File: src/rtl/wiener_uart_frame_scheduler.sv
// Raster-scans the source frame, picks ROM or Wiener-filter pixels, and feeds
// bytes to the UART TX via strobe/busy handshake, each frame led by a sync header.
module wiener_uart_frame_scheduler #(
  parameter int unsigned SRC_W    = 320,
  parameter int unsigned SRC_H    = 240,
  parameter int unsigned ADDR_W   = 17,
  parameter int unsigned ROM_LAT  = 1,
  parameter int unsigned FILT_LAT = 4,
  parameter logic [7:0]  SYNC0    = 8'hAA,
  parameter logic [7:0]  SYNC1    = 8'h55
) (
  input  logic              pclk,
  input  logic              reset_n,
  input  logic              run,
  input  logic              sw_bypass,
  input  logic [7:0]        rom_q,
  input  logic [7:0]        filt_q,
  input  logic              tx_busy,
  output logic [ADDR_W-1:0] addr_r,
  output logic [8:0]        src_x,
  output logic [7:0]        src_y,
  output logic [7:0]        pixel_reg,
  output logic              send_strobe,
  output logic              frame_done,
  output logic              mode_lat
);

  typedef enum logic [2:0] {IDLE, HDR0, HDR1, FETCH, ISSUE, ACK, DRAIN, NEXT} state_t;

  localparam logic [8:0] X_LAST    = 9'(SRC_W - 1);
  localparam logic [7:0] Y_LAST    = 8'(SRC_H - 1);
  localparam logic [7:0] ROM_WAIT  = 8'(ROM_LAT - 1);
  localparam logic [7:0] FILT_WAIT = 8'(FILT_LAT - 1);

  state_t              state, state_n, ret, ret_n;
  logic [7:0]          wait_cnt, wait_n;
  logic [1:0]          ack_cnt, ack_n;
  logic [ADDR_W-1:0]   addr_n;
  logic [8:0]          x_n;
  logic [7:0]          y_n, pix_n;
  logic                strobe_n, done_n, mode_n;
  logic                last_px;
  logic [7:0]          lat_load;

  assign last_px  = (src_x == X_LAST) && (src_y == Y_LAST);
  assign lat_load = mode_lat ? ROM_WAIT : FILT_WAIT;

  always_ff @(posedge pclk or negedge reset_n) begin
    if (!reset_n) begin
      state       <= IDLE;
      ret         <= IDLE;
      wait_cnt    <= '0;
      ack_cnt     <= '0;
      addr_r      <= '0;
      src_x       <= '0;
      src_y       <= '0;
      pixel_reg   <= '0;
      send_strobe <= 1'b0;
      frame_done  <= 1'b0;
      mode_lat    <= 1'b0;
    end else begin
      state       <= state_n;
      ret         <= ret_n;
      wait_cnt    <= wait_n;
      ack_cnt     <= ack_n;
      addr_r      <= addr_n;
      src_x       <= x_n;
      src_y       <= y_n;
      pixel_reg   <= pix_n;
      send_strobe <= strobe_n;
      frame_done  <= done_n;
      mode_lat    <= mode_n;
    end
  end

  // ret holds where DRAIN goes next: HDR1 after SYNC0, FETCH after SYNC1, NEXT after a pixel.
  always_comb begin
    state_n  = state;
    ret_n    = ret;
    wait_n   = wait_cnt;
    ack_n    = ack_cnt;
    addr_n   = addr_r;
    x_n      = src_x;
    y_n      = src_y;
    pix_n    = pixel_reg;
    strobe_n = 1'b0;
    done_n   = 1'b0;
    mode_n   = mode_lat;
    case (state)
      IDLE: begin
        if (run) begin
          addr_n  = '0;
          x_n     = '0;
          y_n     = '0;
          mode_n  = sw_bypass;
          state_n = HDR0;
        end
      end
      HDR0: begin
        pix_n   = SYNC0;
        ret_n   = HDR1;
        state_n = ISSUE;
      end
      HDR1: begin
        pix_n   = SYNC1;
        ret_n   = FETCH;
        state_n = ISSUE;
      end
      FETCH: begin
        if (wait_cnt == 8'd0) begin
          pix_n   = mode_lat ? rom_q : filt_q;
          ret_n   = NEXT;
          state_n = ISSUE;
        end else begin
          wait_n = wait_cnt - 8'd1;
        end
      end
      ISSUE: begin
        if (!tx_busy) begin
          strobe_n = 1'b1;
          ack_n    = '0;
          state_n  = ACK;
        end
      end
      ACK: begin
        if (tx_busy || ack_cnt == 2'd3) state_n = DRAIN;
        else                            ack_n   = ack_cnt + 2'd1;
      end
      DRAIN: begin
        if (!tx_busy) begin
          state_n = ret;
          if (ret == FETCH) wait_n = lat_load;
          // Raised on entry so the pulse lands in the NEXT cycle of the last pixel.
          if (ret == NEXT && last_px) done_n = 1'b1;
        end
      end
      NEXT: begin
        if (!last_px) begin
          addr_n  = addr_r + ADDR_W'(1);
          wait_n  = lat_load;
          state_n = FETCH;
          if (src_x != X_LAST) begin
            x_n = src_x + 9'd1;
          end else begin
            x_n = '0;
            y_n = src_y + 8'd1;
          end
        end else if (run) begin
          addr_n  = '0;
          x_n     = '0;
          y_n     = '0;
          mode_n  = sw_bypass;
          state_n = HDR0;
        end else begin
          state_n = IDLE;
        end
      end
      default: state_n = IDLE;
    endcase
  end

endmodule

File: config.mk
export PLATFORM = sky130hd
export DESIGN_NAME = wiener_uart_frame_scheduler
export DESIGN_NICKNAME = d
export VERILOG_FILES = /design/src/rtl/wiener_uart_frame_scheduler.sv
export SDC_FILE = /design/constraint.sdc
export NUM_CORES = 1
export LEC_CHECK = 0
export ABC_AREA = 1
export CORE_MARGIN = 2
export CORE_UTILIZATION = 25
export DETAILED_ROUTE_END_ITERATION = 12
export GPL_TIMING_DRIVEN = 1
export SYNTH_ARGS = -nofsm -noshare
export SYNTH_HDL_FRONTEND = slang
export SYNTH_SLANG_ARGS = --single-unit
File: constraint.sdc
create_clock -name pclk -period 2.4 [get_ports pclk]
set_input_delay 0.36 -clock pclk [delete_from_list [all_inputs] [get_ports pclk]]
set_output_delay 0.36 -clock pclk [all_outputs]
set_load 0.02 [all_outputs]
==> results by group, run 1 <==
Floorplan
  • Die height: approximately 130 um
  • Die X: 126 um
  • Initial Util: 0.255
  • Cell row count: 44
  • Core box area: 0.0145 mm^2
  • Die area: between 0.015 and 0.02 mm^2
  • Num ports: 66

Global route
  • Gr ovfl total: 0
  • Initial antenna violation count: 0
  • GRT Max-Usage Layer: met2
  • Grt met1 use: 0.168
  • GRT Total Usage: 0.128
  • Met2 Track Usage GR: 0.200
  • Number of global-route vias before repair: approximately 3.3k
  • Largest net degree at the start of global routing: 62
  • First-pass GRT wire length: approximately 16,000 um
  • Met3 GRT Util: 0.0479

Finish
  • FILL cells: 1,531
  • Area grow syn2layout: 33.3%
  • Area occupied by multi-input gates: 0.00190 mm^2
  • Post-Layout Cell Count: 764
  • Largest register FFs: 17
  • Reg with most FFs: addr_r
  • Antenna Cells: 0
  • Layout cells sized above 1: 0.105
  • Final nets: 602
  • Biggest regs: addr_r (17), src_x (9)
  • Register Area: around 0.0015 mm^2

Logic synthesis
  • Post-synth EDFFs: 0
  • Syn Area/Cell: 7.34 um^2
  • Xor-xnor portion of the synthesized cell area: 0.0166
  • Synth Area in Compound Gates: 0.0997
  • Post-Synth Simple-Gate Area: 0.376
  • Largest family of logic cells by synthesized area: simple AND/OR/NAND/NOR gates
  • Synthesized flop and latch total: 61
  • Top_reg_cell synth: dfrtp_1
  • Distinct cells, synth: 36
  • FFs w/ async S/R, synth: 1.00
  • Synthesis Warnings: 0
  • Adder-Cell Fraction of Synth Area: 0.0203
  • Syn nets: 530
  • Post-synthesis sequential area ratio: 0.414
  • Mux share of post-synthesis cell area: 0.00271
  • Cell Area, Synth: ~0.0037 mm^2
  • Mapped Cells: 503

Hold path
  • Hold WC Path Type: in -> async

Setup path
  • CP Launch Type: register
  • Critical path's slowest cell: clkdlybuf4s50_1
  • Critical path buffers and inverters: 1
  • R2R depth: 10
  • CP Cell Sequence: clkdlybuf4s50_1
  • Setup Crit Path Kind: reg -> out
  • Largest stage delay on the critical path: 0.67 ns
  • CP required: 2.04 ns
  • Worst R2R End: mode_lat$_DFFE_PN0P_
  • Worst Setup End Kind: output port
  • Critical R2R Launch: src_y[0]$_DFFE_PN0P_
  • Crit path max fanout: 10
  • R2R Setup Slk: 0.51 ns
  • Critical path arrival: 1.54 ns
  • CP delay by family, top: buffers and inverters

CTS
  • Resize count post-CTS: 0
  • TritonCTS clock tree: done
  • Clock Path Buffers: 2
  • Hold-fix buffers, CTS: 0
  • CTS buffer count: 9
  • Root buffer cell: clkbuf_16
  • Clk slew on worst S/H paths: 0.05 ns
  • Post-CTS Setup Inserts: 0
  • Latest clock arrival within the worst-skew pair: 0.34 ns
  • Depth of the CTS H-tree: 3
  • Clock Sinks: 61

STA
  • Fmax: 526 MHz
  • Slew Viols, Final: 0
  • Final Hold Viols: 0
  • Clock skew: 0.00499 ns
  • Setup Total Neg Slack: 0 ns
  • Fin worst setup slack: 0.500 ns
  • RSZ-0062 raised after global routing: no
  • Endpoints failing setup: 0
  • Final hold slack: 0.209 ns
  • Tmin final: 1.90 ns
  • Worst-margin pin slew: 0.820 ns
  • Slew HR: 0.453
  • Final worst path period share: 0.792

Drt
  • DR vias/cell: 4.46
  • Routed len/inst: 12.7 um
  • Antenna-violating nets left: 0
  • Routed WL: 9680 um
  • Post-route DRC: 0
  • DR iter-0 viols: 190
  • Initial DRT Pass Iterations: 4
  • Via count: 3,405

Power
  • Static Leakage: between 2 and 2.5 nW
  • Peak supply drop: about 0.54 mV
  • Switching Share: 0.403
  • Sw Pwr: 0.00248 W
  • Tot Pwr: 0.00615 W
  • Power share of the sequential group: 0.292
  • PD cells: 1250 mW/mm^2
  • Combinational power share: 0.426
  • Power share of the clock group: 0.282
  • Cell Int Power: around 0.0037 W

Place
  • Placed cell count: approximately 750
  • Port Buf Inserts: 65
  • Place WS: 0.507 ns
  • Final RePlAce weighted congestion: slightly above 0.8
  • Hpwl dp: slightly below 7000 um

Status
  • Status: complete, no violations

Flow run
  • # Max-Cap Violations: 0
==> synthesized netlist by cell type, types with 3 or more instances <==
| cell | number | share of area |
|---|---|---|
| a21oi_1 | 17 | 0.023 |
| buf_6 | 4 | 0.012 |
| dfrtp_1 | 61 | 0.41 |
| ha_1 | 6 | 0.020 |
| inv_1 | 47 | 0.048 |
| nand2_1 | 164 | 0.17 |
| nand2_2 | 7 | 0.012 |
| nand2_4 | 8 | 0.024 |
| nand3_1 | 31 | 0.042 |
| nand4_1 | 9 | 0.015 |
| nor2_1 | 60 | 0.061 |
| nor2_2 | 10 | 0.017 |
| o21ai_0 | 32 | 0.043 |
| o21ai_1 | 5 | 0.0068 |
| o21ai_2 | 4 | 0.0095 |
| o22a_1 | 4 | 0.0095 |
| or2_2 | 3 | 0.0051 |
| xor2_1 | 6 | 0.014 |
==> final cells by class <==
| class | instances | share of cell area |
|---|---|---|
| clock buffers | 10 | 0.0486 |
| clock inverters | 6 | 0.0320 |
| inverters | 51 | 0.0399 |
| multi-input cells | 384 | 0.387 |
| flip-flops and latches | 61 | 0.310 |
| well taps | 184 | 0.0468 |
| repair buffers | 68 | 0.136 |
==> placed cells by master (no fill, tap or decap), drive strengths merged <==
master | netlist | routed
a31oi | 2 | 2
a21o | 1 | 1
mux2i | 1 | 1
ha | 6 | 6
nor4 | 1 | 1
o21bai | 1 | 1
o21ai | 41 | 41
o22a | 4 | 4
nand3b | 3 | 3
or2 | 3 | 3
xor2 | 6 | 6
clkdlybuf4s50 | 0 | 64
clkinv | 1 | 1
bufinv | 0 | 5
and3 | 2 | 2
buf | 7 | 4
nand3 | 33 | 33
dfrtp | 61 | 61
nand2 | 179 | 179
inv | 50 | 50
clkbuf | 0 | 10
nor2 | 73 | 73
nor3 | 1 | 1
clkinvlp | 0 | 1
xnor2 | 1 | 1
nand4 | 9 | 9
a21oi | 17 | 17
==> worst max-delay path by stage <==
| stage | startpoint | end | slack, ns | depth (start not counted) |
|---|---|---|---|---|
| 3_5_place_dp | src_y[0]$_DFFE_PN0P_ | mode_lat$_DFFE_PN0P_ | 0.51 | 10 |
| 6_report | mode_lat$_DFFE_PN0P_ | mode_lat | 0.50 | 1 |
| 2_1_floorplan | src_x[0]$_DFFE_PN0P_ | addr_r[4]$_DFFE_PN0P_ | 0.69 | 11 |
| 3_3_place_gp | src_x[0]$_DFFE_PN0P_ | mode_lat$_DFFE_PN0P_ | 0.49 | 10 |
| 5_1_grt | src_y[0]$_DFFE_PN0P_ | mode_lat$_DFFE_PN0P_ | 0.23 | 11 |
| 4_1_cts | mode_lat$_DFFE_PN0P_ | mode_lat | 0.46 | 1 |
==> stage by stage <==
stage	area [um^2]	util
4_1_cts	4920	0.340
6_report	4920	0.340
3_5_place_dp	4520	0.312
5_1_grt	4920	0.340
2_1_floorplan	3690	-
3_3_place_gp	4520	0.312
==> metal layers <==
metal  part of all wire  vias up
li1                   -     1752
met1               0.48     1573
met2               0.46       72
met3              0.045        8
met4             0.0085        0
met5                  0        -
==> cells by family (layout without fill, tap and decap cells) <==
| family | after synthesis | in the layout |
|---|---|---|
| simple gates | 304 | 304 |
| compound gates | 66 | 66 |
| flops | 61 | 61 |
| buf+inv | 58 | 135 |
| xor+xnor | 7 | 7 |
| fa+ha+maj | 6 | 6 |
| mux | 1 | 1 |
==> power groups by stage <==
stage,combinational [W],clock [W],sequential [W]
finish,0.00262,0.00174,0.00180
global route,0.00293,0.00183,0.00187
CTS,0.00265,0.00177,0.00180
detailed placement,0.00264,0,0.00181
global placement,0.00263,0,0.00182
floorplan,0.00156,0,0.00198
No activity file was read; power rests on OpenSTA's default activity.
==> inputs of run 2 (changes only) <==
==> constraint.sdc (replaced) <==
create_clock -name pclk -period 1.9 [get_ports pclk]
set_input_delay 0.285 -clock pclk [delete_from_list [all_inputs] [get_ports pclk]]
set_output_delay 0.285 -clock pclk [all_outputs]
set_load 0.02 [all_outputs]
==> run 2 against run 1 <==
  * First-iteration DRC count rose by 23%
  * Non-clock buffer count rose by 22
  * Clock power barely moved
  * Combinational power rose by 39%
  * Sequential share of layout area fell by 0.77 points
  * Power rose by 23%
  * Via count rose by 2.6%
==> results by group, run 2 (synthesis gave the netlist of run 1 again) <==
Drt
  • DR WL met3: 496 um (+13%)
  • Routed WL: 9960 um (+2.9%)
  • DR iter-0 viols: 234 (+23%)
  • Met1 wire length: 4720 um (+1.0%)
  • Initial DRT Pass Iterations: 4 (unchanged)
  • Post-route DRC: 0 (unchanged)
  • DR vias/cell: 4.44 (-0.29%)
  • Antenna-violating nets left: 0 (unchanged)
  • Routed len/inst: 12.7 um (about the same)
  • Via count: 3,493 (+2.6%)
  • Top Layer Used: met4
  • Met2 routed WL: 4640 um (+3.5%)

STA
  • Slew Viols, Final: 0 (unchanged)
  • Slew HR: 0.769 (+0.315)
  • Worst-margin pin slew: 0.347 ns (-0.473 ns)
  • Fin worst setup slack: 0.144 ns (-0.355 ns)
  • Tmin final: 1.76 ns
  • Fmax: 570 MHz
  • Final Hold Viols: 0 (unchanged)
  • Clock skew: 0.00748 ns (+0.00249 ns)
  • Endpoints failing setup: 0 (unchanged)
  • Final worst path period share: 0.924
  • Final hold slack: 0.468 ns (+0.259 ns)

Place
  • Placed Area: 0.00463 mm^2 (+2.4%)
  • Hpwl dp: 7220 um (+3.9%)
  • Port Buf Inserts: 65 (unchanged)
  • Placed cell count: 761 (+1.7%)
  • Place WS: 0.0882 ns (-0.419 ns)
  • Final RePlAce weighted congestion: 0.879 (+8.9%)

Floorplan
  • Die area: 0.0158 mm^2 (unchanged)
  • Core box area: 0.0145 mm^2 (unchanged)
  • Die height: 126 um (unchanged)
  • Initial Util: 0.255 (unchanged)
  • Cell row count: 44 (unchanged)
  • Die X: 126 um (unchanged)
  • Num ports: 66 (unchanged)

CTS
  • Clk slew on worst S/H paths: 0.05 ns (about the same)
  • TritonCTS clock tree: done
  • Clock Sinks: 61 (unchanged)
  • CTS buffer count: 9 (unchanged)
  • Latest clock arrival within the worst-skew pair: 0.33 ns (about the same)
  • Clock Path Buffers: 2 (unchanged)
  • Root buffer cell: clkbuf_16
  • Depth of the CTS H-tree: 3 (unchanged)

Setup path
  • R2R depth: 11 (+1)
  • Critical path arrival: 1.47 ns (-0.07 ns)
  • Critical Path Source: addr_r[9]$_DFFE_PN0P_
  • CP delay by family, top: buffers and inverters
  • CP endpoint: addr_r[9]
  • Critical path buffers and inverters: 1 (unchanged)
  • Largest stage delay on the critical path: 0.66 ns (about the same)
  • Crit path max fanout: 7 (-3)
  • R2R Setup Slk: 0.18 ns (-0.33 ns)
  • Critical path depth: 1 (unchanged)
  • CP Launch Type: register
  • Worst Setup End Kind: output port
  • CP required: 1.62 ns (-0.42 ns)
  • Worst R2R End: src_y[0]$_DFFE_PN0P_
  • CP Cell Sequence: clkdlybuf4s50_1
  • Setup Crit Path Kind: reg -> out
  • Critical path's slowest cell: clkdlybuf4s50_1
  • Critical R2R Launch: src_x[1]$_DFFE_PN0P_

Global route
  • GRT Total Usage: 0.130 (+0.00160)
  • Number of global-route vias before repair: 3,416 (+3.3%)
  • Gr ovfl total: 0 (unchanged)
  • Largest net degree at the start of global routing: 62 (unchanged)
  • First-pass GRT wire length: 16,700 um (+3.0%)
  • Initial antenna violation count: 0 (unchanged)

Finish
  • Reg with most FFs: addr_r
  • Post-Layout Cell Count: 786 (+2.9%)
  • Area grow syn2layout: 36.8%
  • Final nets: 624 (+3.7%)
  • Most frequent cells in the layout: nand2_1, clkdlybuf4s50_1, dfrtp_1
  • Largest register FFs: 17 (unchanged)
  • Design Area, Final: 0.00505 mm^2 (+2.6%)
  • Most common cell after layout, fill and taps aside: nand2_1
  • Layout cells sized above 1: 0.145 (+0.0393)
  • Antenna Cells: 0 (unchanged)
  • Biggest regs: addr_r (17), src_x (9)

Flow run
  • # Max-Cap Violations: 0 (unchanged)

Status
  • Status: complete, no violations

Hold path
  • Hold WC Path Type: reg -> reg
  • Min-Delay Startpoint: wait_cnt[2]$_DFFE_PN0P_

Power
  • PD cells: 1500 mW/mm^2 (+20%)
  • Static Leakage: 2.36 nW (+3.0%)
  • Peak supply drop: 0.635 mV (+19%)
[run 2: tightest hold or removal path, delay by kind of cell (launching register included)]
family,cells,cell delay [ns]
flops,1,0.34
simple gates,2,0.10
[run 2: layout make-up]
cell class | instances | area [um^2]
Tap cell | 184 | 230
Fill cell | 1506 | 9430
Clock inverter | 3 | 42.5
Multi-Input combinational cell | 384 | 1940
Timing Repair Buffer | 90 | 848
Clock buffer | 13 | 270
Sequential cell | 61 | 1530
Inverter | 51 | 196
[run 2: how the worst min path moves through the flow]
| stage | cells after the start | end | slack [ns] |
|---|---|---|---|
| 5_1_grt | 2 | pixel_reg[0]$_DFFE_PN0P_ | 0.51 |
| 6_report | 2 | wait_cnt[2]$_DFFE_PN0P_ | 0.47 |
| 3_3_place_gp | 2 | wait_cnt[3]$_DFFE_PN0P_ | 0.33 |
| 4_1_cts | 2 | wait_cnt[1]$_DFFE_PN0P_ | 0.47 |
| 3_5_place_dp | 2 | wait_cnt[5]$_DFFE_PN0P_ | 0.33 |
| 2_1_floorplan | 0 | ack_cnt[0]$_DFFE_PN0P_ | -0.01 |
[run 2: routing by layer]
metal  vias to the layer above  global-route usage
met5                         -                   0
met4                         0              0.0301
met3                         9              0.0389
met2                        78               0.202
met1                      1603               0.179
li1                       1803                   -
[run 2: repair_timing]
item | CTS | global route
hold endpoints to repair | 61 | 0
setup endpoints to repair | 0 | 30
resized for setup | 0 | 9
buffers inserted | 0 | 8
hold buffers | 1 | 0
[run 2: power breakdown]
| part | internal (W) | total [W] | switching [W] |
|---|---|---|---|
| Sequential | 0.00175 | 0.00222 | 0.000477 |
| Clock | 0.00112 | 0.00171 | 0.000587 |
| Combinational | 0.00149 | 0.00363 | 0.00214 |
[run 2: through the flow]
stage / total power [W] / util / setup TNS [ns]
2_1_floorplan: 0.00447 / - / 0
3_3_place_gp: 0.00578 / 0.320 / 0
3_5_place_dp: 0.00581 / 0.320 / 0
4_1_cts: 0.00758 / 0.342 / 0
5_1_grt: 0.00818 / 0.349 / -0.0898
6_report: 0.00757 / 0.349 / 0
